## src/rtl/alu_arbiter.sv

```systemverilog
// alu_arbiter: two-requester front end for a shared multi-cycle ALU.
// Only one requester owns the ALU at a time. When both request together,
// a one-bit round-robin pointer breaks the tie. Operations with an illegal
// op code never reach the ALU and are answered at once with an error.
// A WAIT that runs TIMEOUT cycles without alu_done is answered with an error.
// TIMEOUT is valid over 2..255 so that the wait counter fits in 8 bits.
module alu_arbiter #(
  parameter int TIMEOUT = 64
) (
  input  logic        clk,
  input  logic        rst,
  input  logic        req0,
  input  logic        req1,
  input  logic [4:0]  op0,
  input  logic [4:0]  op1,
  input  logic [15:0] a0,
  input  logic [15:0] b0,
  input  logic [15:0] a1,
  input  logic [15:0] b1,
  output logic        ack0,
  output logic        ack1,
  output logic [15:0] rsp_result,
  output logic [15:0] rsp_remainder,
  output logic        rsp_err,
  output logic [4:0]  alu_op,
  output logic [15:0] alu_a,
  output logic [15:0] alu_b,
  output logic        alu_valid,
  input  logic [15:0] alu_result,
  input  logic [15:0] alu_remainder,
  input  logic        alu_done,
  output logic        busy
);

  // Highest legal op code (DIV). Code 0 and anything above this are rejected.
  localparam logic [4:0] OP_LAST   = 5'b10001;
  // The counter value on the final cycle a WAIT may last.
  localparam logic [7:0] WAIT_LAST = 8'(TIMEOUT - 1);

  typedef enum logic [1:0] {
    S_IDLE  = 2'd0,
    S_ISSUE = 2'd1,
    S_WAIT  = 2'd2,
    S_RESP  = 2'd3
  } state_t;

  state_t      state;
  state_t      next_state;

  logic        ptr;        // requester that wins the next tie
  logic        grant_idx;  // requester that owns the current operation
  logic [7:0]  wait_cnt;   // WAIT cycles already spent without alu_done

  logic        grant_valid;
  logic        grant_sel;
  logic [4:0]  grant_op;
  logic [15:0] grant_a;
  logic [15:0] grant_b;
  logic        grant_legal;
  logic        timeout_hit;

  // Choose the requester to grant in IDLE and decode whether its op is legal.
  always_comb begin
    // NOTE: every signal written here gets a default first, so no path leaves
    // one unassigned and no latch is inferred.
    grant_valid = req0 | req1;
    grant_sel   = req1;
    if (req0 && req1) begin
      grant_sel = ptr;
    end
    grant_op    = grant_sel ? op1 : op0;
    grant_a     = grant_sel ? a1  : a0;
    grant_b     = grant_sel ? b1  : b0;
    grant_legal = (grant_op != 5'd0) && (grant_op <= OP_LAST);
  end

  // Last permitted WAIT cycle has passed with no completion from the ALU.
  assign timeout_hit = (state == S_WAIT) && !alu_done && (wait_cnt == WAIT_LAST);

  // State register; reset drops straight back to IDLE and abandons any operation.
  always_ff @(posedge clk or posedge rst) begin
    // NOTE: clocked state is written with <= so that every register samples
    // the values from before the edge, independent of statement order.
    if (rst) begin
      state <= S_IDLE;
    end else begin
      state <= next_state;
    end
  end

  // Next-state decode.
  always_comb begin
    next_state = state;
    case (state)
      S_IDLE: begin
        if (grant_valid) begin
          next_state = grant_legal ? S_ISSUE : S_RESP;
        end
      end
      S_ISSUE: next_state = S_WAIT;
      S_WAIT: begin
        if (alu_done || timeout_hit) begin
          next_state = S_RESP;
        end
      end
      S_RESP:  next_state = S_IDLE;
      default: next_state = S_IDLE;
    endcase
  end

  // Strobes and status decoded from the current state and owner.
  always_comb begin
    alu_valid = (state == S_ISSUE);
    ack0      = (state == S_RESP) && !grant_idx;
    ack1      = (state == S_RESP) &&  grant_idx;
    busy      = (state != S_IDLE);
  end

  // Grant latch, wait counter, response capture and round-robin pointer.
  always_ff @(posedge clk or posedge rst) begin
    // NOTE: every register here drives an output or steers arbitration, so all
    // of them are cleared by reset; nothing is left to power-up values.
    if (rst) begin
      ptr           <= 1'b0;
      grant_idx     <= 1'b0;
      wait_cnt      <= 8'd0;
      alu_op        <= 5'd0;
      alu_a         <= 16'd0;
      alu_b         <= 16'd0;
      rsp_result    <= 16'd0;
      rsp_remainder <= 16'd0;
      rsp_err       <= 1'b0;
    end else begin
      case (state)
        S_IDLE: begin
          if (grant_valid) begin
            alu_op    <= grant_op;
            alu_a     <= grant_a;
            alu_b     <= grant_b;
            grant_idx <= grant_sel;
            // An illegal op is answered without touching the ALU.
            if (!grant_legal) begin
              rsp_result    <= 16'd0;
              rsp_remainder <= 16'd0;
              rsp_err       <= 1'b1;
            end
          end
        end
        S_ISSUE: begin
          wait_cnt <= 8'd0;
        end
        S_WAIT: begin
          // alu_done takes priority, even on the last permitted cycle.
          if (alu_done) begin
            rsp_result    <= alu_result;
            rsp_remainder <= alu_remainder;
            rsp_err       <= 1'b0;
          end else begin
            wait_cnt <= wait_cnt + 8'd1;
            if (timeout_hit) begin
              rsp_result    <= 16'd0;
              rsp_remainder <= 16'd0;
              rsp_err       <= 1'b1;
            end
          end
        end
        S_RESP: begin
          // The requester just served loses the next tie.
          ptr <= ~grant_idx;
        end
        default: ;
      endcase
    end
  end

endmodule

```

## config.mk

```make
export PLATFORM = sky130hd
export DESIGN_NAME = alu_arbiter
export DESIGN_NICKNAME = d
export VERILOG_FILES = /design/src/rtl/alu_arbiter.sv
export SDC_FILE = /design/constraint.sdc
export NUM_CORES = 1
export LEC_CHECK = 0
export ABC_AREA = 1
export ABC_CLOCK_PERIOD_IN_PS = 3450
export BUFFER_PORTS_ARGS = -buffer_cell sky130_fd_sc_hd__clkbuf_2
export CAP_MARGIN = 20
export CORE_UTILIZATION = 30
export CTS_BUF_LIST = sky130_fd_sc_hd__clkbuf_8
export CTS_CLUSTER_DIAMETER = 100
export CTS_CLUSTER_SIZE = 25
export DETAILED_ROUTE_END_ITERATION = 7
export PLACE_DENSITY = 0.55
export SKIP_CTS_REPAIR_TIMING = 1
export SKIP_LAST_GASP = 1
export SLEW_MARGIN = 20
export SYNTH_ARGS = -nofsm -noshare
export SYNTH_HDL_FRONTEND = slang
export SYNTH_SLANG_ARGS = --single-unit
```

## constraint.sdc

```tcl
create_clock -name clk -period 3.45 [get_ports clk]
set_clock_uncertainty 0.15 [all_clocks]
set_input_delay 0.5175 -clock clk [delete_from_list [all_inputs] [get_ports clk]]
set_output_delay 0.5175 -clock clk [all_outputs]
set_load 0.01 [all_outputs]
```

==> impl_metrics.env, run 1 <==
export IMPL_status="complete, no violations"
export IMPL_core_area_um2=13200
export IMPL_die_w_um=118
export IMPL_crit_required_ps=3540
export IMPL_rsz0062_at_grt="false"
export IMPL_p_per_area_nw_per_um2=818
export IMPL_power_switching_mw=1.87
export IMPL_start_util=0.307
export IMPL_syn_to_final_growth_pct=30.9
export IMPL_die_h_um=118
export IMPL_synth_nets=642
export IMPL_synth_cells=525
export IMPL_gp_congestion=0.785
export IMPL_synth_distinct_cells=24
export IMPL_startpoint_type="flop"
export IMPL_seqPwrFrac=0.385
export IMPL_avgSynthCellArea_um2=7.72
export IMPL_fill_cells=1397
export IMPL_clockBufferDepth=2
export IMPL_grt_pass1_vias=3875
export IMPL_root_buffer="clkbuf_8"
export IMPL_maxCapViolCount=0
export IMPL_min_period_ps=2380
export IMPL_p_int_mw=2.47
export IMPL_antennaDiodeCount=0
export IMPL_synth_warnings=0
export IMPL_grt_pass1_wl_um=18700
export IMPL_critPathKind="reg2reg"
export IMPL_p_total_mw=4.34
export IMPL_clk_pin_slew_worst_paths_ps=80
export IMPL_synthesis_area_um2=4060
export IMPL_critPathMaxFanout=34
export IMPL_via_count=3925
export IMPL_numCtsBuffers=9
export IMPL_end_kind="flop"
export IMPL_post_dp_cell_area_um2=5100
export IMPL_leakage_nw=3.09
export IMPL_cts_tree="built"
export IMPL_post_route_drc_count=0
export IMPL_fin_nets=817
export IMPL_max_clock_freq_ghz=0.420
export IMPL_dr_first_iter_drc_count=183
export IMPL_finalCritPeriodShare=0.690
export IMPL_die_area_um2=14000
export IMPL_ios=185
export IMPL_dpl_hpwl_um=8140
export IMPL_hold_violations=0
export IMPL_clk_latency_ps=360
export IMPL_ant_nets=0
export IMPL_setup_tns_ps=0
export IMPL_fp_row_count=42
export IMPL_cts_sinks=82
export IMPL_ys_seq_elements=82
export IMPL_setup_viol=0
export IMPL_combPwrFrac=0.449
export IMPL_cp_data_arrival_time_ps=2470
export IMPL_fin_area_um2=5310
export IMPL_relSlewSlack=0.445
export IMPL_tightest_slew_ps=832
export IMPL_ff2ff_setup_slack_ps=1070
export IMPL_gr_usage_all_layers=0.169
export IMPL_vdd_ir_drop_max_uv=337
export IMPL_min_path_type="in2async"
export IMPL_fin_hold_ws_ps=106
export IMPL_drv_slew=0
export IMPL_viasPerCell=4.46
export IMPL_drtPass1Iterations=5
export IMPL_switching_share=0.430
export IMPL_p_clk_frac=0.167
export IMPL_antenna_found_initial=0
export IMPL_grt_overflow=0
export IMPL_htreeDepth=3
export IMPL_port_buffers=184
export IMPL_layout_drive_gt1_share=0.304
export IMPL_yosysSeqAreaShare=0.506
export IMPL_grt_start_max_net_pins=55
export IMPL_drt_wl_total_um=11300
export IMPL_wl_per_cell_um=12.8
## metrics by stage
step            util  std cells  setup WS, ps
2_1_floorplan      -        525           674
3_3_place_gp   0.386        864           907
3_5_place_dp   0.387        865           934
4_1_cts        0.402        880          1040
5_1_grt        0.402        880           836
6_report       0.402        880          1070
## cells in the final DEF (no fill, tap or decap), types with 2 or more instances in the layout
cell,n
a21oi_1,7
clkbuf_8,12
nand3b_1,3
nand3_1,43
clkbuf_2,184
inv_1,58
dfrtp_1,82
o21ai_0,75
ha_1,6
buf_4,6
nor2_1,72
nand2_2,2
nand2_1,138
nand2_4,3
## final timing paths
check,start,endpoint,cells after the start
min in group clk,a1[10],alu_a[10]$_DFFE_PP0P_,3
setup reg to reg,state[1]$_DFFE_PP0P_,alu_a[0]$_DFFE_PP0P_,9
hold / removal,rst,alu_b[0]$_DFFE_PP0P_,2
hold reg to reg,rsp_err$_DFFE_PP0P_,rsp_err$_DFFE_PP0P_,2
setup / recovery,state[1]$_DFFE_PP0P_,alu_a[0]$_DFFE_PP0P_,9
max in group asynchronous,rst,wait_cnt[5]$_DFFE_PP0P_,3
## cells by family (layout without fill, tap and decap cells)
group / count (synthesis) / after routing / share of synthesized area
buffers and inverters: 86 / 265 / 0.0916
DFF: 82 / 82 / 0.506
muxes: 1 / 1 / 0.00247
and+or+nand+nor: 263 / 263 / 0.268
adders and majority gates: 6 / 6 / 0.0185
AOI/OAI and AO/OA: 87 / 87 / 0.113
## flip-flops by register name (all words and copies together), names as in the netlist
name           flops
grant_idx          1
rsp_remainder     16
state              2
alu_op             5
ptr                1
rsp_result        16
alu_a             16
alu_b             16
wait_cnt           8
rsp_err            1
## worst max-delay path, stage by stage, from the launching register on
cell,delay [ps]
dfrtp_1,400
inv_1,130
ha_1,220
inv_1,120
a21oi_2,120
buf_4,290
clkinv_1,290
buf_4,320
nand2_1,100
o21ai_0,90
## cells in the mapped netlist
cell type	number	area, um^2
a22oi_1	1	7.51
o21ai_0	75	375
clkbuf_1	16	60.1
a21oi_1	7	35.0
o31ai_1	1	7.51
nor3_1	1	5.00
dfrtp_1	82	2050
a22o_1	1	8.76
nand2_1	138	518
inv_1	58	218
nand3b_1	3	22.5
nand3_1	43	215
nor3_2	1	10.0
ha_1	6	75.1
nor2_1	72	270
buf_4	4	30.0
clkinv_1	1	3.75
a21oi_4	1	16.3
a21oi_2	1	8.76
buf_6	4	45.0
buf_2	3	15.0
nand2_2	2	12.5
nand2_4	3	33.8
mux2i_1	1	10.0
## layer usage
layer / vias up / global-route usage / part of all wire / wire length (um)
met5: - / 0 / 0 / 0
met4: 0 / 0.0601 / 0.016 / 175
met3: 13 / 0.0574 / 0.10 / 1150
met2: 181 / 0.264 / 0.44 / 4940
met1: 1739 / 0.217 / 0.44 / 5010
li1: 1992 / - / - / -
## power groups by stage
stage	Combinational, mW	Clock (mW)	Sequential [mW]
global route	2.20	0.793	1.73
detailed placement	1.99	0	1.67
finish	1.95	0.724	1.67
CTS	1.99	0.755	1.67
global placement	1.94	0	1.68
floorplan	1.08	0	1.82
## layout make-up
| type | count | area [um^2] | area share |
|---|---|---|---|
| Tap cell | 176 | 220 | 0.0415 |
| Inverter | 59 | 224 | 0.0422 |
| Timing Repair Buffer | 191 | 977 | 0.184 |
| Multi-Input combinational cell | 357 | 1630 | 0.307 |
| Clock inverter | 3 | 38.8 | 0.00731 |
| Clock buffer | 12 | 165 | 0.0311 |
| Sequential cell | 82 | 2050 | 0.387 |
(Power assumes the default switching activity.)
==> run 2: changes to the inputs <==
ABC_CLOCK_PERIOD_IN_PS = 2400   (was 3450)
clock period = 2.4 ns   (was 3.45 ns; I/O delays follow)
==> run 2 against run 1 <==
  * Register-to-register slack worse by 770 ps
  * Non-clock buffer count rose by 5
  * Cell area grew 0.94%
  * Combinational power rose by 47%
  * First-iteration DRC count decreased by 3.8%
  * Critical path depth rose by 1
  * Global-route usage grew 0.20 points
  * Worst hold slack gained 9.6 ps
  * Critical endpoint is now rsp_result[2]$_DFFE_PP0P_
==> impl_metrics.env, run 2 (synthesized netlist as in run 1, its figures left out) <==
export IMPL_status="complete, no violations"
export IMPL_fill_cells=1417
export IMPL_grt_start_max_net_pins=50
export IMPL_via_count=3925
export IMPL_die_w_um=118
export IMPL_finalCritPeriodShare=0.876
export IMPL_vdd_ir_drop_max_uv=458
export IMPL_setup_tns_ps=0
export IMPL_numCtsBuffers=9
export IMPL_r2r_end="rsp_result[2]$_DFFE_PP0P_"
export IMPL_combPwrFrac=0.461
export IMPL_leakage_nw=3.09
export IMPL_cp_slowest_stage_delay_ps=420
export IMPL_clockBufferDepth=2
export IMPL_root_buffer="clkbuf_8"
export IMPL_fin_area_um2=5360
export IMPL_fin_cells=885
export IMPL_viasPerCell=4.44
export IMPL_antennaDiodeCount=0
export IMPL_drtPass1Iterations=7
export IMPL_min_from="b1[11]"
export IMPL_htreeDepth=3
export IMPL_rsz0062_at_grt="false"
export IMPL_min_period_ps=2100
export IMPL_dr_first_iter_drc_count=176
export IMPL_dp_cells=869
export IMPL_final_common_cell="clkbuf_2"
export IMPL_crit_required_ps=2560
export IMPL_final_core_util=0.406
export IMPL_fin_nets=822
export IMPL_grt_overflow=0
export IMPL_grt_pass1_vias=4013
export IMPL_place_ws_ps=223
export IMPL_cp_top_family="simple AND/OR/NAND/NOR gates"
export IMPL_power_switching_mw=2.73
export IMPL_die_h_um=118
export IMPL_cts_sinks=82
export IMPL_fin_hold_ws_ps=116
export IMPL_post_dp_cell_area_um2=5160
export IMPL_p_per_area_nw_per_um2=1160
export IMPL_tightest_slew_ps=651
export IMPL_ff2ff_setup_slack_ps=300
export IMPL_clk_latency_ps=370
export IMPL_r2r_start="state[0]$_DFFE_PP0P_"
export IMPL_max_clock_freq_ghz=0.475
export IMPL_min_path_type="in2reg"
export IMPL_port_buffers=184
export IMPL_p_clk_frac=0.152
export IMPL_layout_drive_gt1_share=0.309
export IMPL_hold_violations=0
export IMPL_fp_row_count=42
export IMPL_p_int_mw=3.47
export IMPL_ant_nets=0
export IMPL_fin_ws_ps=297
export IMPL_dpl_hpwl_um=8240
export IMPL_drv_slew=0
export IMPL_start_util=0.307
export IMPL_startpoint="state[0]$_DFFE_PP0P_"
export IMPL_ios=185
export IMPL_die_area_um2=14000
export IMPL_setup_viol=0
export IMPL_post_route_drc_count=0
export IMPL_core_area_um2=13200
export IMPL_slowest_stage="dfrtp_1"
export IMPL_crit_end="rsp_result[2]$_DFFE_PP0P_"
export IMPL_maxCapViolCount=0
export IMPL_final_cell_mix="clkbuf_2 (184), nand2_1 (138), dfrtp_1 (82), o21ai_0 (75), nor2_1 (72)"
export IMPL_cp_data_arrival_time_ps=2260
export IMPL_syn_to_final_growth_pct=32.2
export IMPL_antenna_found_initial=0
export IMPL_cts_tree="built"
export IMPL_gp_congestion=0.774
export IMPL_crit_chain="inv_1 -> ha_1 -> inv_1 -> nor2_1 -> nand2_1 -> nand2_2 -> a21oi_4 -> buf_6 -> nand3_1 -> nand2_1"
export IMPL_gr_usage_all_layers=0.171
export IMPL_seqPwrFrac=0.387
export IMPL_wl_per_cell_um=12.7
export IMPL_path_buf_inv=3
export IMPL_critPathMaxFanout=25
export IMPL_drt_wl_total_um=11200
export IMPL_path_depth=10
export IMPL_critPathKind="reg2reg"
export IMPL_relSlewSlack=0.566
export IMPL_clk_pin_slew_worst_paths_ps=90
export IMPL_grt_pass1_wl_um=18900
export IMPL_r2r_cells=10
export IMPL_switching_share=0.440
export IMPL_end_kind="flop"
export IMPL_startpoint_type="flop"
export IMPL_p_total_mw=6.21
run 2: worst min-delay path by stage:
stage                                          endpoint  slack, ps  cells after the start
final                             alu_b[11]$_DFFE_PP0P_        120                      3
after global routing               alu_b[5]$_DFFE_PP0P_        110                      3
after CTS                     rsp_result[7]$_DFFE_PP0P_        -70                      3
after detailed placement  rsp_remainder[12]$_DFFE_PP0P_        310                      2
after global placement       rsp_result[13]$_DFFE_PP0P_        300                      2
after floorplan                 wait_cnt[7]$_DFFE_PP0P_        300                      1
run 2: final cells by class:
class | count | area [um^2] | area share
clock buffers | 10 | 138 | 0.0257
repair buffers | 196 | 1040 | 0.194
clock inverters | 5 | 41.3 | 0.00770
multi-input cells | 357 | 1640 | 0.306
well taps | 176 | 220 | 0.0411
flip-flops and latches | 82 | 2050 | 0.383
inverters | 59 | 225 | 0.0420
run 2: worst min-delay path, stage by stage:
cell      delay (ps)
clkbuf_2          70
nor2_1            30
o21ai_0          130
run 2: routing by layer:
metal / share of wire / track usage / wire length (um)
met1: 0.45 / 0.214 / 5030
met2: 0.44 / 0.271 / 4910
met3: 0.091 / 0.0536 / 1020
met4: 0.022 / 0.0745 / 248
met5: 0 / 0 / 0
run 2: power groups by stage:
stage,logic (mW),registers [mW],clock network (mW)
floorplan,1.55,2.62,0
global placement,2.82,2.42,0
detailed placement,2.89,2.41,0
CTS,2.87,2.40,0.990
global route,3.25,2.48,1.04
finish,2.86,2.40,0.944
